File: src/rtl/page_checker_pkg.sv
// Shared definitions for the DDR page pattern generator/checker.
package page_checker_pkg;

    // Instruction opcodes (inst[11:8]); 7..F decode as NOP
    localparam logic [3:0] OP_NOP   = 4'h0;
    localparam logic [3:0] OP_SEED  = 4'h1;
    localparam logic [3:0] OP_MODE  = 4'h2;
    localparam logic [3:0] OP_NEXT  = 4'h3;
    localparam logic [3:0] OP_CHECK = 4'h4;
    localparam logic [3:0] OP_CLEAR = 4'h5;
    localparam logic [3:0] OP_STAT  = 4'h6;

    // Pattern generation modes
    typedef enum logic [1:0] {
        MODE_CONST = 2'd0,
        MODE_INCR  = 2'd1,
        MODE_LFSR  = 2'd2,
        MODE_WALK  = 2'd3
    } mode_e;

    // Compare sequencer states
    typedef enum logic {
        ST_IDLE = 1'b0,
        ST_CMP  = 1'b1
    } state_e;

    localparam logic [31:0] LFSR_TAPS   = 32'h80200003;
    localparam logic [31:0] PATTERN_RST = 32'h00000001;

    // Replicate a byte across a 32-bit word
    function automatic logic [31:0] rep4(input logic [7:0] b);
        return {4{b}};
    endfunction

endpackage

File: src/rtl/page_pattern_gen.sv
// Mode register, pattern register and the SEED/NEXT update rules.
module page_pattern_gen
    import page_checker_pkg::*;
(
    input  logic        clock,
    input  logic        reset,
    input  logic        seed_i,
    input  logic        mode_i,
    input  logic        next_i,
    input  logic [7:0]  imm_i,
    output logic [31:0] pattern_o,
    output mode_e       mode_o
);

    mode_e       mode_q, mode_d;
    logic [31:0] pattern_q, pattern_d;

    // Next mode/pattern: SEED loads from the immediate, NEXT advances by mode
    always_comb begin
        mode_d    = mode_q;
        pattern_d = pattern_q;
        if (mode_i) begin
            mode_d = mode_e'(imm_i[1:0]);
        end
        if (seed_i) begin
            case (mode_q)
                MODE_CONST: pattern_d = rep4(imm_i);
                MODE_INCR:  pattern_d = {24'h0, imm_i};
                MODE_LFSR:  pattern_d = (imm_i == 8'h00) ? 32'h00000001 : rep4(imm_i);
                MODE_WALK:  pattern_d = 32'h1 << imm_i[4:0];
                default:    pattern_d = pattern_q;
            endcase
        end else if (next_i) begin
            case (mode_q)
                MODE_CONST: pattern_d = pattern_q;
                MODE_INCR:  pattern_d = pattern_q + 32'h1;
                // Galois form: shift right, fold taps in when bit 0 falls out
                MODE_LFSR:  pattern_d = {1'b0, pattern_q[31:1]} ^ (pattern_q[0] ? LFSR_TAPS : 32'h0);
                MODE_WALK:  pattern_d = {pattern_q[30:0], pattern_q[31]};
                default:    pattern_d = pattern_q;
            endcase
        end
    end

    // Generator state registers
    always_ff @(posedge clock or negedge reset) begin
        if (!reset) begin
            mode_q    <= MODE_CONST;
            pattern_q <= PATTERN_RST;
        end else begin
            mode_q    <= mode_d;
            pattern_q <= pattern_d;
        end
    end

    assign pattern_o = pattern_q;
    assign mode_o    = mode_q;

endmodule

File: config.mk
export PLATFORM = sky130hd
export DESIGN_NAME = page_pattern_gen
export DESIGN_NICKNAME = d
export VERILOG_FILES = /design/src/rtl/page_checker_pkg.sv /design/src/rtl/page_pattern_gen.sv
export SDC_FILE = /design/constraint.sdc
export NUM_CORES = 1
export LEC_CHECK = 0
export CAP_MARGIN = 25
export CORE_ASPECT_RATIO = 1.25
export CORE_MARGIN = 1.5
export CORE_UTILIZATION = 45
export CTS_BUF_LIST = sky130_fd_sc_hd__clkbuf_16
export CTS_CLUSTER_SIZE = 10
export DETAILED_ROUTE_END_ITERATION = 12
export HOLD_SLACK_MARGIN = 0.02
export PLACE_DENSITY_LB_ADDON = 0.2
export SLEW_MARGIN = 20
export SYNTH_ARGS = -nofsm -noshare
export SYNTH_HDL_FRONTEND = slang
export SYNTH_SLANG_ARGS = --single-unit
File: constraint.sdc
create_clock -name clock -period 7 [get_ports clock]
set_input_delay 1.75 -clock clock [delete_from_list [all_inputs] [get_ports clock]]
set_output_delay 1.75 -clock clock [all_outputs]
set_load 0.005 [all_outputs]
==> flow_summary.json, run 1 <==
{
  "hold_depth": 2,
  "yosys.area_share.simple": 0.279,
  "critical_path_required_ns": 7.11,
  "r2r_slack_ns": 4.16,
  "worstPathArrival_ns": 4.24,
  "grt_overflow_total": 0,
  "post_cts_buffers": 0,
  "grt_antenna_before_repair": 0,
  "fin_crit_ns": 4.12,
  "cts.sinks": 34,
  "report.final.slew_viol_count": 0,
  "ant_nets": 0,
  "synth-edff-count": 0,
  "cts_buffers": 5,
  "setup_ws_ns": 2.88,
  "synth_compound_area_frac": 0.324,
  "synthCells": 449,
  "vias_per_cell": 6.88,
  "cts_resized": 0,
  "grt_max_degree": 57,
  "drtPass1Iterations": 7,
  "gp_congestion": 0.952,
  "diodes": 0,
  "status": "completed",
  "synth.distinct_cells": 56,
  "syn_area_um2": 3330,
  "worstRegToRegCells": 7,
  "row_count": 34,
  "place_ws_ns": 2.67,
  "max-slew-margin-rel": 0.348,
  "dieArea_um2": 7930,
  "ys_seq_elements": 34,
  "critPathMaxFanout": 22,
  "initial_core_util": 0.471,
  "synthArstFlopShare": 1.00,
  "peakVddDrop_v": 0.000117,
  "seq_area_frac_synth": 0.256,
  "die_w_um": 79.9,
  "ctsLongestPathBuffers": 2,
  "synth_nets": 463,
  "fillers": 719,
  "clk_pin_slew_ns": 0.06,
  "syn_to_final_growth_pct": 17.5,
  "clock_latency_ns": 0.28,
  "yosys.area_share.adder": 0.00376,
  "min_to": "pattern_o[9]",
  "synth_top_family_by_area": "compound AO/OA/AOI/OAI gates",
  "total_leakage_power_nw": 1.46,
  "drive_above_1_share": 0.0600,
  "cp-start-kind": "primary input",
  "port_buffers": 46,
  "worstSetupPathType": "in -> reg",
  "track_usage": 0.301,
  "grt_pass1_vias": 3439,
  "drt_wl_total_mm": 11.5,
  "die_y_um": 99.2,
  "design_power_total_mw": 0.824,
  "setup_viol": 0,
  "holdCritStartpoint": "pattern_o[9]",
  "tightest_slew_ns": 0.969,
  "nets": 480,
  "tns_ns": 0,
  "boundaryPins": 47,
  "hold_path.class": "reg -> reg",
  "endpoint_kind": "flip-flop",
  "drc_errors": 0,
  "drtIter0Drc": 391,
  "ctsHoldBuffers": 0,
  "core_area_um2": 7060,
  "synth_area_per_cell_um2": 7.42,
  "timing.fmax_mhz": 243,
  "fin_crit_sh": 0.589,
  "dr_total_vias": 3833,
  "final_hold_viol_count": 0,
  "htreeDepth": 2,
  "r2r_start": "mode_o[1]",
  "rsz0062_at_grt": "no",
  "r2r_end": "pattern_o[8]",
  "synth_flop_cell": "dfrtp_1",
  "muxShareOfSynthArea": 0.0628,
  "root_buffer": "clkbuf_16",
  "grt_pass1_wl_mm": 18.7,
  "cts_tree": "done",
  "p_per_area_nw_per_um2": 211,
  "yosys_warnings": 0,
  "drt-wirelength-per-cell_um": 20.7,
  "finClkSkew_ns": 0.00583,
  "maxCapViolCount": 0,
  "hold_ws_ns": 0.617,
  "dpl.hpwl_mm": 7.89,
  "synth_xor_area_frac": 0.00789
}
-- per-layer routing --
metal	vias up	track usage	wire, µm
li1	1746	-	-
met1	1834	0.414	4680
met2	215	0.467	5500
met3	38	0.0385	885
met5	-	0	0
met4	0	0.138	464
-- synth_stat cells (3+ instances only) --
cell | number | area (µm²)
o21ai_0 | 30 | 150
a32oi_1 | 3 | 26.3
o41ai_1 | 6 | 52.6
buf_1 | 5 | 18.8
nor2_1 | 43 | 161
o2bb2ai_1 | 6 | 52.6
nand2_1 | 42 | 158
a22o_1 | 5 | 43.8
nand2b_1 | 7 | 43.8
o211ai_1 | 5 | 37.5
inv_1 | 16 | 60.1
buf_2 | 6 | 30.0
a311oi_1 | 5 | 43.8
nand4_1 | 12 | 75.1
a21boi_0 | 4 | 30.0
mux2i_1 | 13 | 130
o31ai_1 | 9 | 67.6
o22ai_1 | 5 | 31.3
dfrtp_1 | 33 | 826
a21o_1 | 7 | 52.6
a21oi_1 | 31 | 155
nor3_1 | 8 | 40.0
or4_1 | 5 | 37.5
o311ai_0 | 4 | 35.0
clkbuf_1 | 30 | 113
nor2b_1 | 9 | 56.3
and4_1 | 3 | 26.3
and3_1 | 7 | 43.8
a31oi_1 | 3 | 18.8
a32o_1 | 6 | 60.1
mux2_2 | 7 | 78.8
nand3_1 | 25 | 125
a22oi_1 | 5 | 37.5
a221o_1 | 3 | 30.0
nor4_1 | 5 | 31.3
a211oi_1 | 10 | 75.1
a221oi_1 | 3 | 26.3
-- sequential cells by signal, indices dropped and copies added, names as in the netlist --
register,count
pattern_o,32
mode_o,2
-- worst max-delay path by stage --
stage	startpoint	end	depth (start not counted)
after floorplan	next_i	pattern_o[10]	6
after global placement	next_i	pattern_o[12]	6
after detailed placement	next_i	pattern_o[12]	6
after CTS	next_i	pattern_o[12]	6
after global routing	next_i	pattern_o[12]	6
final	next_i	pattern_o[12]	6
-- layout make-up --
| type | instances | area [µm²] | share of cell area |
|---|---|---|---|
| clock buffers | 5 | 125 | 0.0320 |
| clock inverters | 3 | 12.5 | 0.00320 |
| repair buffers | 51 | 493 | 0.126 |
| inverters | 16 | 60.1 | 0.0154 |
| flip-flops and latches | 34 | 853 | 0.218 |
| multi-input cells | 358 | 2260 | 0.577 |
| well taps | 90 | 113 | 0.0288 |
-- critical path, stage by stage --
cell,delay (ns)
clkdlybuf4s50_1,0.71
o21ai_0,0.41
nand2b_1,0.78
o21ai_0,0.20
a22oi_1,0.24
o311ai_0,0.15
-- metrics by stage --
step / cell area [µm²] / utilization / cells
floorplan: 3330 / - / 449
global placement: 3770 / 0.535 / 549
detailed placement: 3770 / 0.535 / 549
CTS: 3910 / 0.554 / 557
global route: 3910 / 0.554 / 557
finish: 3910 / 0.554 / 557
-- power by group --
group          internal, mW  switching [mW]
combinational         0.147           0.152
clock                 0.129          0.0875
sequential            0.230          0.0786
total                 0.506           0.318
-- cells in the final DEF, fill, tap and decap left out, types with 6 or more instances in the layout --
cell type,count
clkdlybuf4s50_1,45
dfrtp_1,32
o21ai_0,30
nor2_1,43
a21o_1,7
nand4_1,12
nand3_1,25
a21oi_1,31
o2bb2ai_1,6
nor2b_1,9
o31ai_1,9
mux2i_1,13
a32o_1,6
nor3_1,8
inv_1,17
nand2_1,42
mux2_2,7
o41ai_1,6
nand2b_1,7
a211oi_1,10
and3_1,7
-- cell families after synthesis --
family / count (synthesis)
XOR/XNOR: 3
multiplexers: 20
AO/OA/AOI/OAI: 156
buffers and inverters: 57
AND/OR/NAND/NOR: 178
flip-flops: 34
adder cells (fa/ha/maj): 1
Power figures use the tool's default switching activity.
==> run 2, diff against run 1 <==
==> constraint.sdc (replaced) <==
create_clock -name clock -period 3.7 [get_ports clock]
set_input_delay 0.925 -clock clock [delete_from_list [all_inputs] [get_ports clock]]
set_output_delay 0.925 -clock clock [all_outputs]
set_load 0.005 [all_outputs]
==> run 2 against run 1 <==
Against the previous run:
- via count down 0.78%
- sequential cell count unchanged
- register-to-register slack worse by 3.1 ns
- clock power up 84%
- clock skew down 0.0014 ns
- critical path type unchanged
- critical endpoint is now pattern_o[23]
- largest cell class unchanged
==> flow_summary.json, run 2 (same netlist as run 1, synthesis figures left out) <==
{
  "p_int_mw": 0.961,
  "ctsLongestPathBuffers": 2,
  "ant_nets": 0,
  "diodes": 0,
  "vias_per_cell": 6.75,
  "track_usage": 0.305,
  "gp_congestion": 0.951,
  "dpl-instance-area_um2": 3850,
  "critPathMaxFanout": 10,
  "p_per_area_nw_per_um2": 391,
  "final_common_cell": "clkdlybuf4s50_1",
  "r2r_end": "pattern_o[30]",
  "finalNonFillerCells": 563,
  "grt_overflow_total": 0,
  "combPwrFrac": 0.362,
  "ctsHoldBuffers": 0,
  "initial_core_util": 0.471,
  "p_sw_mw": 0.592,
  "hold_depth": 2,
  "die_y_um": 99.2,
  "holdCritStartpoint": "pattern_o[9]",
  "endpoint_kind": "flip-flop",
  "worstRegToRegCells": 7,
  "drc_errors": 0,
  "timing.fmax_mhz": 358,
  "clock_latency_ns": 0.28,
  "design_power_total_mw": 1.55,
  "drtPass1Iterations": 5,
  "fin_crit_ns": 2.79,
  "place_ws_ns": 0.731,
  "hold_path.class": "reg -> reg",
  "p_clk_frac": 0.256,
  "largest_register_ffs": 32,
  "layout_common_cells": "clkdlybuf4s50_1 (45), nor2_1 (43), nand2_1 (42)",
  "switching_share": 0.381,
  "row_count": 34,
  "multi_input_area_um2": 2260,
  "status": "completed",
  "fin_crit_sh": 0.755,
  "root_buffer": "clkbuf_16",
  "cts_tree": "done",
  "grt_antenna_before_repair": 0,
  "die_w_um": 79.9,
  "critical_path_required_ns": 3.91,
  "maxCapViolCount": 0,
  "syn_to_final_growth_pct": 19.4,
  "cts.sinks": 34,
  "r2r_start": "pattern_o[0]",
  "peakVddDrop_v": 0.000189,
  "htreeDepth": 2,
  "cts_buffers": 5,
  "drtIter0Drc": 329,
  "cts_resized": 0,
  "worstPathArrival_ns": 3.01,
  "ff_latch_area_um2": 853,
  "hold_ws_ns": 0.636,
  "tns_ns": 0,
  "drive_above_1_share": 0.0740,
  "grt_pass1_wl_mm": 18.9,
  "worstSetupPathType": "in -> reg",
  "fillers": 729,
  "setup_ws_ns": 0.906,
  "drt-wirelength-per-cell_um": 20.5,
  "design_area_um2": 3980,
  "nets": 488,
  "setup_viol": 0,
  "grt_max_degree": 54,
  "drt_wl_total_mm": 11.6,
  "cp-start-kind": "primary input",
  "dpl.hpwl_mm": 8.18,
  "grt_pass1_vias": 3522,
  "fin_util": 0.563,
  "rsz0062_at_grt": "no",
  "max-slew-margin-rel": 0.418,
  "dp.cells": 557,
  "clk_pin_slew_ns": 0.06,
  "tightest_slew_ns": 0.874,
  "seq_power_share": 0.382,
  "min_to": "pattern_o[9]",
  "final_hold_viol_count": 0,
  "dieArea_um2": 7930,
  "total_leakage_power_nw": 1.50,
  "dr_total_vias": 3803,
  "report.final.slew_viol_count": 0,
  "port_buffers": 46,
  "finClkSkew_ns": 0.00447,
  "core_area_um2": 7060,
  "post_cts_buffers": 0,
  "r2r_slack_ns": 1.06,
  "boundaryPins": 47
}
## run 2: changes by cell type in the layout (fill, tap and decap cells not counted), sizes merged
cell and delta:
clkinv -1, inv -1, buf +8
## run 2: cell type report
cell class | count | share of cell area
Clock buffer | 5 | 0.0315
Clock inverter | 1 | 0.000944
Inverter | 16 | 0.0151
Multi-Input combinational cell | 358 | 0.567
Sequential cell | 34 | 0.215
Tap cell | 90 | 0.0283
Timing Repair Buffer | 59 | 0.142
## run 2: power by group through the flow
stage                     clock network (mW)  logic [mW]  registers, mW
after floorplan                            0       0.369          0.520
after global placement                     0       0.552          0.596
after detailed placement                   0       0.558          0.597
after CTS                              0.404       0.560          0.591
after global routing                   0.426       0.617          0.610
final                                  0.398       0.562          0.593
## run 2: metal layers
layer | vias to the layer above | share of wire | track usage
met3 | 35 | 0.065 | 0.0349
met4 | 0 | 0.033 | 0.123
met2 | 199 | 0.49 | 0.501
li1 | 1754 | - | -
met5 | - | 0 | 0
met1 | 1815 | 0.41 | 0.404
## run 2: worst max-delay path, cell delays in order
cell and delay, ns:
clkdlybuf4s50_1 0.70, nand2_1 0.24, o311ai_0 0.66, nand2_1 0.15, o21ai_0 0.19, a32o_1 0.15
## run 2: worst max-delay path by stage
stage | startpoint | to | slack [ns]
2_1_floorplan | next_i | pattern_o[10] | 1.42
3_3_place_gp | imm_i[0] | pattern_o[23] | 0.73
3_5_place_dp | imm_i[0] | pattern_o[23] | 0.73
4_1_cts | imm_i[0] | pattern_o[23] | 1.01
5_1_grt | pattern_o[0] | pattern_o[30] | 0.87
6_report | imm_i[1] | pattern_o[23] | 0.91
